$ cat config.mk
export PLATFORM = sky130hd
export DESIGN_NAME = alu_mul_sequencer_flat
export DESIGN_NICKNAME = d
export VERILOG_FILES = /design/src/rtl/alu_pkg.sv /design/src/rtl/alu_mul_sequencer_if.sv /design/src/rtl/alu_mul_sequencer_mul_iter_core.sv /design/src/rtl/alu_mul_sequencer.sv /design/src/flat_wrapper.sv
export SDC_FILE = /design/constraint.sdc
export NUM_CORES = 1
export LEC_CHECK = 0
export CORE_UTILIZATION = 28
export DETAILED_ROUTE_END_ITERATION = 6
export PLACE_DENSITY_LB_ADDON = 0.15
export SLEW_MARGIN = 30
export SYNTH_ARGS = -nofsm -noshare
export SYNTH_HDL_FRONTEND = slang
export SYNTH_SLANG_ARGS = --single-unit
$ cat constraint.sdc
create_clock -name clk_i -period 2.9 [get_ports clk_i]
set_input_delay 0.29 -clock clk_i [delete_from_list [all_inputs] [get_ports clk_i]]
set_output_delay 0.29 -clock clk_i [all_outputs]
set_load 0.02 [all_outputs]
$ cat src/rtl/alu_pkg.sv
// ALU op codes and sequencer state encoding shared by the execute-stage ALU,
// ALU_Control and the multiply sequencer.
package alu_pkg;

  localparam logic [2:0] ALU_AND = 3'b000;
  localparam logic [2:0] ALU_OR  = 3'b001;
  localparam logic [2:0] ALU_ADD = 3'b010;
  localparam logic [2:0] ALU_SUB = 3'b011;
  localparam logic [2:0] ALU_MUL = 3'b100;

  typedef enum logic [1:0] {
    IDLE = 2'd0,
    RUN  = 2'd1,
    DONE = 2'd2
  } alu_state_e;

  function automatic logic op_is_legal(input logic [2:0] op);
    return op <= ALU_MUL;
  endfunction

endpackage

$ cat src/rtl/alu_mul_sequencer_if.sv
// Request/result bundle between the issue stage and alu_mul_sequencer.
interface alu_mul_sequencer_if #(
  parameter int WIDTH = 32
);

  logic             start_i;
  logic [2:0]       ALUCtrl_i;
  logic [WIDTH-1:0] data1_i;
  logic [WIDTH-1:0] data2_i;
  logic [WIDTH-1:0] result_o;
  logic             valid_o;
  logic             busy_o;
  logic             stall_o;
  logic             illegal_o;

  modport master (
    output start_i, ALUCtrl_i, data1_i, data2_i,
    input  result_o, valid_o, busy_o, stall_o, illegal_o
  );

  modport slave (
    input  start_i, ALUCtrl_i, data1_i, data2_i,
    output result_o, valid_o, busy_o, stall_o, illegal_o
  );

endinterface

$ cat src/rtl/alu_mul_sequencer_mul_iter_core.sv
// Shift-add multiply datapath: operand shift registers, accumulator, iteration counter.
// MUL_EARLY_EXIT_EN adds a "remaining multiplier is zero" flag for early termination.
module mul_iter_core #(
  parameter int WIDTH = 32
) (
  input  logic             clk_i,
  input  logic             rst_i,
  input  logic             init_i,
  input  logic             step_i,
  input  logic [WIDTH-1:0] a_i,
  input  logic [WIDTH-1:0] b_i,
  output logic [WIDTH-1:0] acc_o,
  output logic             last_o,
  output logic             b_zero_o
);

  localparam int CNT_W = (WIDTH > 1) ? $clog2(WIDTH) : 1;

  logic [WIDTH-1:0] a_q;
  logic [WIDTH-1:0] b_q;
  logic [WIDTH-1:0] acc_q;
  logic [CNT_W-1:0] cnt_q;

  // Low WIDTH bits of the product are sign-agnostic, so the datapath is unsigned.
  always_ff @(posedge clk_i or negedge rst_i) begin
    if (!rst_i) begin
      a_q   <= '0;
      b_q   <= '0;
      acc_q <= '0;
      cnt_q <= '0;
    end else if (init_i) begin
      a_q   <= a_i;
      b_q   <= b_i;
      acc_q <= '0;
      cnt_q <= '0;
    end else if (step_i) begin
      if (b_q[0]) begin
        acc_q <= acc_q + a_q;
      end
      a_q   <= a_q << 1;
      b_q   <= b_q >> 1;
      cnt_q <= cnt_q + CNT_W'(1);
    end
  end

  assign acc_o  = acc_q;
  assign last_o = (cnt_q == CNT_W'(WIDTH - 1));

`ifdef MUL_EARLY_EXIT_EN
  assign b_zero_o = (b_q == '0);
`else
  assign b_zero_o = 1'b0;
`endif

endmodule

$ cat src/rtl/alu_mul_sequencer.sv
// Execute-stage ALU issue controller: single-cycle and/or/add/sub, iterative mul with
// pipeline stall. Optional MUL_EARLY_EXIT_EN ends the multiply once the multiplier is exhausted.
module alu_mul_sequencer
  import alu_pkg::*;
#(
  parameter int WIDTH = 32
) (
  input logic                clk_i,
  input logic                rst_i,
  alu_mul_sequencer_if.slave bus
);

  alu_state_e       state_q;
  alu_state_e       state_d;
  logic             is_mul;
  logic             mul_init;
  logic             mul_step;
  logic             load_single;
  logic             load_mul;
  logic [WIDTH-1:0] mul_acc;
  logic             mul_last;
  logic             mul_b_zero;
  logic [WIDTH-1:0] result_q;
  logic             valid_q;
  logic             illegal_q;

  function automatic logic [WIDTH-1:0] alu_single(input logic [2:0]       op,
                                                  input logic [WIDTH-1:0] a,
                                                  input logic [WIDTH-1:0] b);
    case (op)
      ALU_AND: return a & b;
      ALU_OR:  return a | b;
      ALU_ADD: return a + b;
      ALU_SUB: return a - b;
      default: return '0;
    endcase
  endfunction

  assign is_mul = (bus.ALUCtrl_i == ALU_MUL);

  mul_iter_core #(.WIDTH(WIDTH)) u_mul_iter_core (
    .clk_i    (clk_i),
    .rst_i    (rst_i),
    .init_i   (mul_init),
    .step_i   (mul_step),
    .a_i      (bus.data1_i),
    .b_i      (bus.data2_i),
    .acc_o    (mul_acc),
    .last_o   (mul_last),
    .b_zero_o (mul_b_zero)
  );

  always_ff @(posedge clk_i or negedge rst_i) begin
    if (!rst_i) begin
      state_q <= IDLE;
    end else begin
      state_q <= state_d;
    end
  end

  // b_zero is tied low in the fixed-latency build, leaving the counter as the only exit.
  always_comb begin
    state_d     = state_q;
    mul_init    = 1'b0;
    mul_step    = 1'b0;
    load_single = 1'b0;
    load_mul    = 1'b0;
    case (state_q)
      IDLE: begin
        if (bus.start_i) begin
          if (is_mul) begin
            mul_init = 1'b1;
            state_d  = RUN;
          end else begin
            load_single = 1'b1;
          end
        end
      end
      RUN: begin
        if (mul_b_zero) begin
          state_d = DONE;
        end else begin
          mul_step = 1'b1;
          if (mul_last) begin
            state_d = DONE;
          end
        end
      end
      DONE: begin
        load_mul = 1'b1;
        state_d  = IDLE;
      end
      default: state_d = IDLE;
    endcase
  end

  always_ff @(posedge clk_i or negedge rst_i) begin
    if (!rst_i) begin
      result_q  <= '0;
      valid_q   <= 1'b0;
      illegal_q <= 1'b0;
    end else begin
      valid_q   <= load_single | load_mul;
      illegal_q <= load_single & ~op_is_legal(bus.ALUCtrl_i);
      if (load_single) begin
        result_q <= alu_single(bus.ALUCtrl_i, bus.data1_i, bus.data2_i);
      end else if (load_mul) begin
        result_q <= mul_acc;
      end
    end
  end

  // Stall is raised combinationally in the accept cycle so upstream operands hold.
  assign bus.result_o  = result_q;
  assign bus.valid_o   = valid_q;
  assign bus.illegal_o = illegal_q;
  assign bus.busy_o    = (state_q != IDLE);
  assign bus.stall_o   = (state_q != IDLE) | ((state_q == IDLE) & bus.start_i & is_mul);

endmodule
$ cat src/flat_wrapper.sv
// flat-port wrapper written by rule: the top's interface ports become plain ports
module alu_mul_sequencer_flat import alu_pkg::*;
#(
  parameter int WIDTH = 32
)
  (clk_i, rst_i, bus_start_i, bus_ALUCtrl_i, bus_data1_i, bus_data2_i, bus_result_o, bus_valid_o, bus_busy_o, bus_stall_o, bus_illegal_o);
  alu_mul_sequencer_if #(.WIDTH(WIDTH)) bus_i ();
  input logic clk_i;
  input logic rst_i;
  input wire logic [$bits(bus_i.start_i)-1:0] bus_start_i;
  input wire logic [$bits(bus_i.ALUCtrl_i)-1:0] bus_ALUCtrl_i;
  input wire logic [$bits(bus_i.data1_i)-1:0] bus_data1_i;
  input wire logic [$bits(bus_i.data2_i)-1:0] bus_data2_i;
  output wire logic [$bits(bus_i.result_o)-1:0] bus_result_o;
  output wire logic [$bits(bus_i.valid_o)-1:0] bus_valid_o;
  output wire logic [$bits(bus_i.busy_o)-1:0] bus_busy_o;
  output wire logic [$bits(bus_i.stall_o)-1:0] bus_stall_o;
  output wire logic [$bits(bus_i.illegal_o)-1:0] bus_illegal_o;
  assign bus_i.start_i = bus_start_i;
  assign bus_i.ALUCtrl_i = bus_ALUCtrl_i;
  assign bus_i.data1_i = bus_data1_i;
  assign bus_i.data2_i = bus_data2_i;
  assign bus_result_o = bus_i.result_o;
  assign bus_valid_o = bus_i.valid_o;
  assign bus_busy_o = bus_i.busy_o;
  assign bus_stall_o = bus_i.stall_o;
  assign bus_illegal_o = bus_i.illegal_o;
  alu_mul_sequencer #(.WIDTH(WIDTH)) u_core (.clk_i(clk_i), .rst_i(rst_i), .bus(bus_i));
endmodule
==> metrics.yaml, run 1 <==
drtPass1Iterations: 7
synth_seq_cells: 137
finalCriticalPeriod_ps: 3772
clock_skew_ps: 10.95
fmax_ghz: 0.2651
path_buf_inv: 4
synth_area_leader_cell: "dfrtp_1"
crit_chain: "buf_6 > or4_4 > buf_6 > nor3_4 > and4bb_2 > nand2_4 > buf_6 > o31a_1 > xnor2_1 > ha_1 > buf_6 > nand2_4 > o21ai_2 > a221o_1 > a21o_1 > o41a_1 > xor2_1 > a221oi_1 > nor2_1"
dp_cells: 2009
cpMostUsedCell: "buf_6"
place_hpwl_um: 29870
syn_inst: 1264
rsz0062_at_grt: "yes"
drv_slew: 0
synth_top_area_share_pct: 33.46
setup_slack_ps: -872.0
grt_first_pass_wirelength_um: 60950
ir_drop_uv: 452.2
io_buffers: 105
p_leak_nw: 7.029
nNetsFinal: 1738
cts_buffer_depth: 2
status: "finished with violations"
cts_tree: "built"
timing.final.crit_share_pct: 130.1
seq_area_frac_synth_pct: 33.46
vias: 10710
drcViolationCount: 4
antenna_found_initial: 0
finalHoldViolations: 0
globalRouteTotalUtil_pct: 21.19
relSlewSlack_pct: 31.12
cts-htree-levels: 4
yosysWarnings: 0
synth_edf_count: 0
cp-end-kind: "flop"
syn_avg_cell_area_um2: 8.105
drt-total-wl_um: 39640
crit_slowest_cell: "or4_4"
grt_pass1_vias: 10230
initial_utilization_pct: 28.59
crit_family: "compound AO/OA/AOI/OAI gates"
cts_sinks: 137
fin_cells: 2072
final_cell_mix: "buf_4, nand2_1, dfrtp_1"
cpPeakStageDelay_ps: 550
whs_ps: 280.2
critPathArrivalTime_ps: 4100
drt-wirelength-per-cell_um: 19.13
fillers: 3540
worstMarginPinSlew_ps: 1029
cellPowerDensity_mw_per_mm2: 769.8
violations: "design-rule violations, negative setup slack"
yosysUniqueCellTypes: 74
avgViaCountPerCell: 5.167
path_class: "in -> reg"
synth_area_mm2: 0.01024
async_flop_share_pct: 100.0
synth_flop_cell: "dfrtp_1"
row_count: 69
die_width_um: 193.3
area_growth_syn_to_layout_pct: 50.35
layout_commonest_cell: "buf_4"
path_max_fanout: 2
hold_class: "in -> reg"
max_cap_violations: 0
clock_tree.root_cell: "clkbuf_16"
io_pins: 106
coreArea_mm2: 0.03583
clkTransAtPathRegs_ps: 60
first_iter_violations: 806
antenna_left: 0
synth_area_leaders: "dfrtp_1, ha_1, nand2_1"
crit_required_ps: 3220
numCtsBuffers: 17
post_route_cells_drive_above_1_share_pct: 29.86
grt-ovfl-total: 0
start_kind: "input pin"
finalSetupViolations: 20
chipHeight_um: 193.3
grt_max_degree: 56
die_area_mm2: 0.03736
place_congestion: 0.9283
syn-num-nets: 1403
clk_latency_ps: 440
antenna_cells: 0
==> routing by layer <==
layer / wire length (um) / share of wire (%) / vias to the layer above / global-route usage (%)
met1: 19450 / 49 / 5132 / 31.01
met3: 1833 / 4.6 / 45 / 2.946
met2: 17590 / 44 / 264 / 32.39
met5: 0 / 0 / - / 0
met4: 776 / 2.0 / 0 / 5.748
li1: - / - / 5264 / -
==> sequential cells by signal (all words and copies together), names as in the netlist <==
register and count:
u_core.bus.result_o 32, u_core.u_mul_iter_core.a_q 32, u_core.u_mul_iter_core.acc_o 32, u_core.u_mul_iter_core.b_q 32, u_core.u_mul_iter_core.cnt_q 5, u_core.state_q 2, u_core.bus.illegal_o 1, u_core.bus.valid_o 1
==> logic make-up (layout without fill, tap and decap cells) <==
group                      Yosys count  after routing  synth area share, %
DFF                                137            137                33.46
xor gates and xnor gates            81             81                6.925
and+or+nand+nor                    458            458                19.66
AOI/OAI and AO/OA                  401            401                25.33
buffers and inverters               90            437                3.310
muxes                                4              4               0.3908
adders and majority gates           93             93                10.92
==> synthesized netlist by cell type (24+ instances only) <==
master and n:
ha_1 67, dfrtp_1 137, nor2_1 120, a31oi_1 36, xnor2_1 44, maj3_1 24, inv_1 27, o21ai_0 90
xor2_1 37, a21oi_1 93, nand2_1 211, a21o_1 29, a22oi_1 32, nand3_1 35, clkbuf_1 56
==> layout make-up <==
type / instances / area [um2] / area share, %
inverter: 27 / 101.3 / 0.6579
multi-input combinational: 1037 / 7432 / 48.25
sequential: 137 / 3430 / 22.26
timing repair buffer: 379 / 3271 / 21.23
clock buffer: 19 / 442.9 / 2.875
clock inverter: 12 / 150.1 / 0.9747
tap: 461 / 576.8 / 3.745
==> path summary, 6_finish.rpt <==
path	cells past startpoint	start	endpoint	slack [ps]
max	19	bus_data2_i[3]	u_core.bus.result_o[29]	-870
max in group asynchronous	3	rst_i	u_core.u_mul_iter_core.a_q[22]	1880
max reg2reg	14	u_core.u_mul_iter_core.a_q[0]	u_core.u_mul_iter_core.acc_o[30]	140
min reg2reg	2	u_core.bus.result_o[6]	u_core.bus.result_o[6]	480
min in group asynchronous	2	rst_i	u_core.u_mul_iter_core.a_q[0]	300
min	4	bus_data2_i[2]	u_core.u_mul_iter_core.b_q[2]	280
==> per-stage QoR <==
step | TNS [ps] | util [%] | instance area, um2 | total power [mW] | worst slack, ps
after floorplan | -12160 | - | 10380 | 6.611 | -1067
after global placement | -35600 | 37.97 | 13600 | 8.954 | -1683
after detailed placement | -36340 | 37.97 | 13610 | 9.028 | -1695
after CTS | -12960 | 41.19 | 14760 | 11.59 | -935.5
after global routing | -15180 | 42.99 | 15400 | 12.70 | -1002
final | -11990 | 42.99 | 15400 | 11.86 | -872.0
==> worst register-to-register path, delay by kind of cell (launching register included) <==
family / cells / cell delay, ps
adder cells (fa/ha/maj): 2 / 460
flip-flops: 1 / 440
AO/OA/AOI/OAI: 6 / 960
buffers and inverters: 3 / 400
XOR/XNOR: 1 / 190
AND/OR/NAND/NOR: 2 / 180
==> where the power goes <==
part,switching (mW),leakage (nW),internal [mW]
logic,3.44,4.98,2.81
registers,0.622,1.77,2.68
clock network,0.931,0.285,1.37
==> timing repair <==
action,CTS,global route
setup endpoints to repair,28,33
pin swaps,84,106
setup buffers,16,22
gates resized for setup,148,132
endpoints found under the hold margin,29,0
hold buffers,1,0
Note: power is estimated with default switching activity, not from simulation.
==> inputs of run 2 (changes only) <==
ABC_CLOCK_PERIOD_IN_PS = 2900   (was unset)
==> results of run 2 <==
No change in the layout: final DEF, timing and power equal those of run 1.
==> RTL change (flow settings as in run 1) <==
`WIDTH` is set to 32 in 4 places; all go to 64.
--- a/src/rtl/alu_mul_sequencer_if.sv
+++ b/src/rtl/alu_mul_sequencer_if.sv
@@ -2,3 +2,3 @@
 interface alu_mul_sequencer_if #(
-  parameter int WIDTH = 32
+  parameter int WIDTH = 64
 );
--- a/src/rtl/alu_mul_sequencer_mul_iter_core.sv
+++ b/src/rtl/alu_mul_sequencer_mul_iter_core.sv
@@ -3,3 +3,3 @@
 module mul_iter_core #(
-  parameter int WIDTH = 32
+  parameter int WIDTH = 64
 ) (
--- a/src/rtl/alu_mul_sequencer.sv
+++ b/src/rtl/alu_mul_sequencer.sv
@@ -5,3 +5,3 @@
 #(
-  parameter int WIDTH = 32
+  parameter int WIDTH = 64
 ) (
--- a/src/flat_wrapper.sv
+++ b/src/flat_wrapper.sv
@@ -3,3 +3,3 @@
 #(
-  parameter int WIDTH = 32
+  parameter int WIDTH = 64
 )
Interface: changed (resized bus_data1_i, bus_data2_i and bus_result_o); port bits go from 106 to 202. The function was not compared with the original's and may differ.
==> RTL change against run 1 <==
The run ends with negative setup slack left. Utilization rose by 3.0 points. First-iteration DRC count is 140% higher. Sequential cell count is 129 higher. Final cell count grew 120%. Synthesized area increased by 110%. Non-clock buffer count is 694 higher. Fmax down 18%. Critical path depth up 3. Die area grew 110%. Wire length grew to 2.6 times the old value. Clock skew increased by 0.0084 ns. Setup slack lost 0.82 ns. Power up 140%. Design area up 120%.
==> RTL change: results (changes against run 1) <==
The post-detailed-route wirelength per cell was 22.1 microns (+15%). The checks that failed: negative setup slack. The dominant delay contributor by cell family on the critical path is simple AND/OR/NAND/NOR gates.

The flow ran to the end, but the final reports show violations. The worst-case setup margin in the final layout was -1.69 ns (-0.819 ns). The tools report the share of synthesized area occupied by flip-flops and latches as 31.3% (-2.1 points). The run gives 521 uV (+15%) as the maximum ir drop on the vdd rail. The tools report the count of H-tree levels built during CTS as 2 (-2).

The run gives -65.32 ns (-53.33 ns) as the aggregate negative setup slack. The post-route met1 wirelength was 51.4 mm (+160%). The number of buffers added on ports was 201 (+91%); the detailed router's first-iteration violation count was 1911 (+140%).

The run gives -2.59 ns (-0.898 ns) as the setup slack at placement. The launching point of the worst reg2reg path is u_core.u_mul_iter_core.a_q[10]. The tools report the placed cell area as 30300 sq um (+120%).

The run gives 24300 (+130%) as the total number of vias. Count of cells along the worst register-to-register path: 14 (unchanged). The tools report the CTS buffer count as 35 (+18).

Switching power as a share of total power: 42.8% (+0.68 points). Capture endpoint of the worst hold path: u_core.u_mul_iter_core.b_q[11]. The end of the worst register-to-register path is u_core.u_mul_iter_core.acc_o[58]. The share of cells above drive strength 1 was 36.1% (+6.2 points); the final-layout fill cell count was 7303 (+110%). The total placed cells including tap cells was 4427 (+120%); the first-pass GRT wire length was 151 mm (+150%). The logs give 101 mm (+160%) for the total wire length and 6 (-1) for the number of search-and-repair iterations in the first detailed-routing pass.

Hold slack: 0.178 ns (-0.102 ns). The net count reported at finish came out at 3863 (+120%). The initial antenna violation count was 1 (+1); the routed length on met3 was 6.15 mm (+240%). Total routing usage reported by global routing: 25.7% (+4.5 points).

The run gives 0.955 (+2.9%) as the routability-driven placement congestion ratio. For the largest net degree at the start of global routing, the log shows 79 (+41%). For the insertion delay of the later-clocked pin in the worst-skew pair, the log shows 0.57 ns (+0.13 ns). The clock-pin slew of the registers on the worst-case setup and hold paths is 0.06 ns (about the same), and the worst relative slew slack is 41.7% (+11 points).

The instance count of the mapped netlist is 2662 (+110%), and the routed length on met2 is 41.0 mm (+130%). The maximum buffer depth of the clock tree is 3 (+1). Counting instances in the post-synthesis netlist gives the leading cell types as sky130_fd_sc_hd__nand2_1 (354), sky130_fd_sc_hd__a21oi_1 (293), sky130_fd_sc_hd__dfrtp_1 (266), sky130_fd_sc_hd__nor2_1 (228), sky130_fd_sc_hd__o21ai_0 (223).

Number of nets in the synthesized netlist: 2928 (+110%). The maximum fanout along the worst path works out to 4 (+2). The startpoint identified for the worst hold timing path is bus_data2_i[11].

The run gives 76 (+2.7%) as the count of distinct cell types in the synthesized netlist. The static leakage power is 16.0 nW (+130%), and the final number of setup-violating endpoints is 71 (+250%). Worst reg-to-reg setup slack: -0.20 ns (-0.34 ns).

The half-perimeter wire length after placement is 79.2 mm (+170%). The setup clock skew after layout was 0.0194 ns (+0.00844 ns).
RTL change: cell types whose count changed after synthesis, sizes merged, moves of 42 or more:
| cell | delta |
|---|---|
| a21oi | +201 |
| nand2 | +142 |
| o21ai | +139 |
| dfrtp | +129 |
| clkbuf | +105 |
| nor2 | +104 |
| a21o | +93 |
| ha | +63 |
| mux2i | +61 |
| xor2 | +56 |
| xnor2 | +42 |
RTL change: cell families (layout without fill, tap and decap cells):
| family | count (synthesis) | in the layout | share of synthesized area (%) |
|---|---|---|---|
| flops | 266 | 266 | 31.3 |
| simple gates | 832 | 834 | 17.5 |
| fa+ha+maj | 144 | 144 | 8.41 |
| compound gates | 959 | 959 | 28.4 |
| buf+inv | 217 | 1175 | 3.83 |
| mux | 65 | 65 | 3.06 |
| other cells | 0 | 1 | 0 |
| xor+xnor | 179 | 179 | 7.42 |
RTL change: worst reg2reg max path: cells and delay by family, from the launching register on:
kind	cells	cell delay, ns
AOI/OAI and AO/OA	9	1.61
xor gates and xnor gates	1	0.16
adders and majority gates	1	0.26
buffers and inverters	2	0.29
DFF	1	0.44
and+or+nand+nor	1	0.20
RTL change: layer usage:
metal / global-route usage (%) / up-vias
met5: 0 / -
met4: 7.26 / 0
met3: 3.45 / 124
met2: 36.5 / 737
met1: 39.6 / 11900
li1: - / 11600
RTL change: power groups by stage:
stage | Sequential, mW | Clock, mW | Combinational (mW)
global placement | 6.63 | 0 | 15.1
global route | 6.83 | 4.72 | 18.4
finish | 6.67 | 4.46 | 17.0
CTS | 6.64 | 4.60 | 16.3
detailed placement | 6.67 | 0 | 15.2
floorplan | 6.66 | 0 | 7.51
RTL change: worst max-delay path by stage:
stage | from | end | cells after the start
6_report | bus_data2_i[9] | u_core.bus.result_o[54] | 22
5_1_grt | bus_data2_i[9] | u_core.bus.result_o[50] | 22
4_1_cts | bus_data2_i[9] | u_core.bus.result_o[54] | 22
3_5_place_dp | bus_data2_i[12] | u_core.bus.result_o[33] | 20
3_3_place_gp | bus_data2_i[12] | u_core.bus.result_o[61] | 19
2_1_floorplan | bus_data2_i[12] | u_core.bus.result_o[62] | 18
RTL change: final cells by class:
cell class	count	area (sq um)	area share, %
multi-input combinational	2181	16200	47.1
tap	969	1210	3.53
timing repair buffer	1073	8990	26.1
clock inverter	16	189	0.549
sequential	266	6660	19.4
clock buffer	46	968	2.82
inverter	40	160	0.466
antenna	1	2.50	0.00728
RTL change: what timing repair did:
action | in CTS | in global routing
endpoints found under the hold margin | 51 | 0
endpoints found under the setup margin | 90 | 90
resized for setup | 379 | 172
setup buffers | 78 | 35
hold buffers | 1 | 0
gates cloned | 2 | 0
pin swaps | 218 | 170
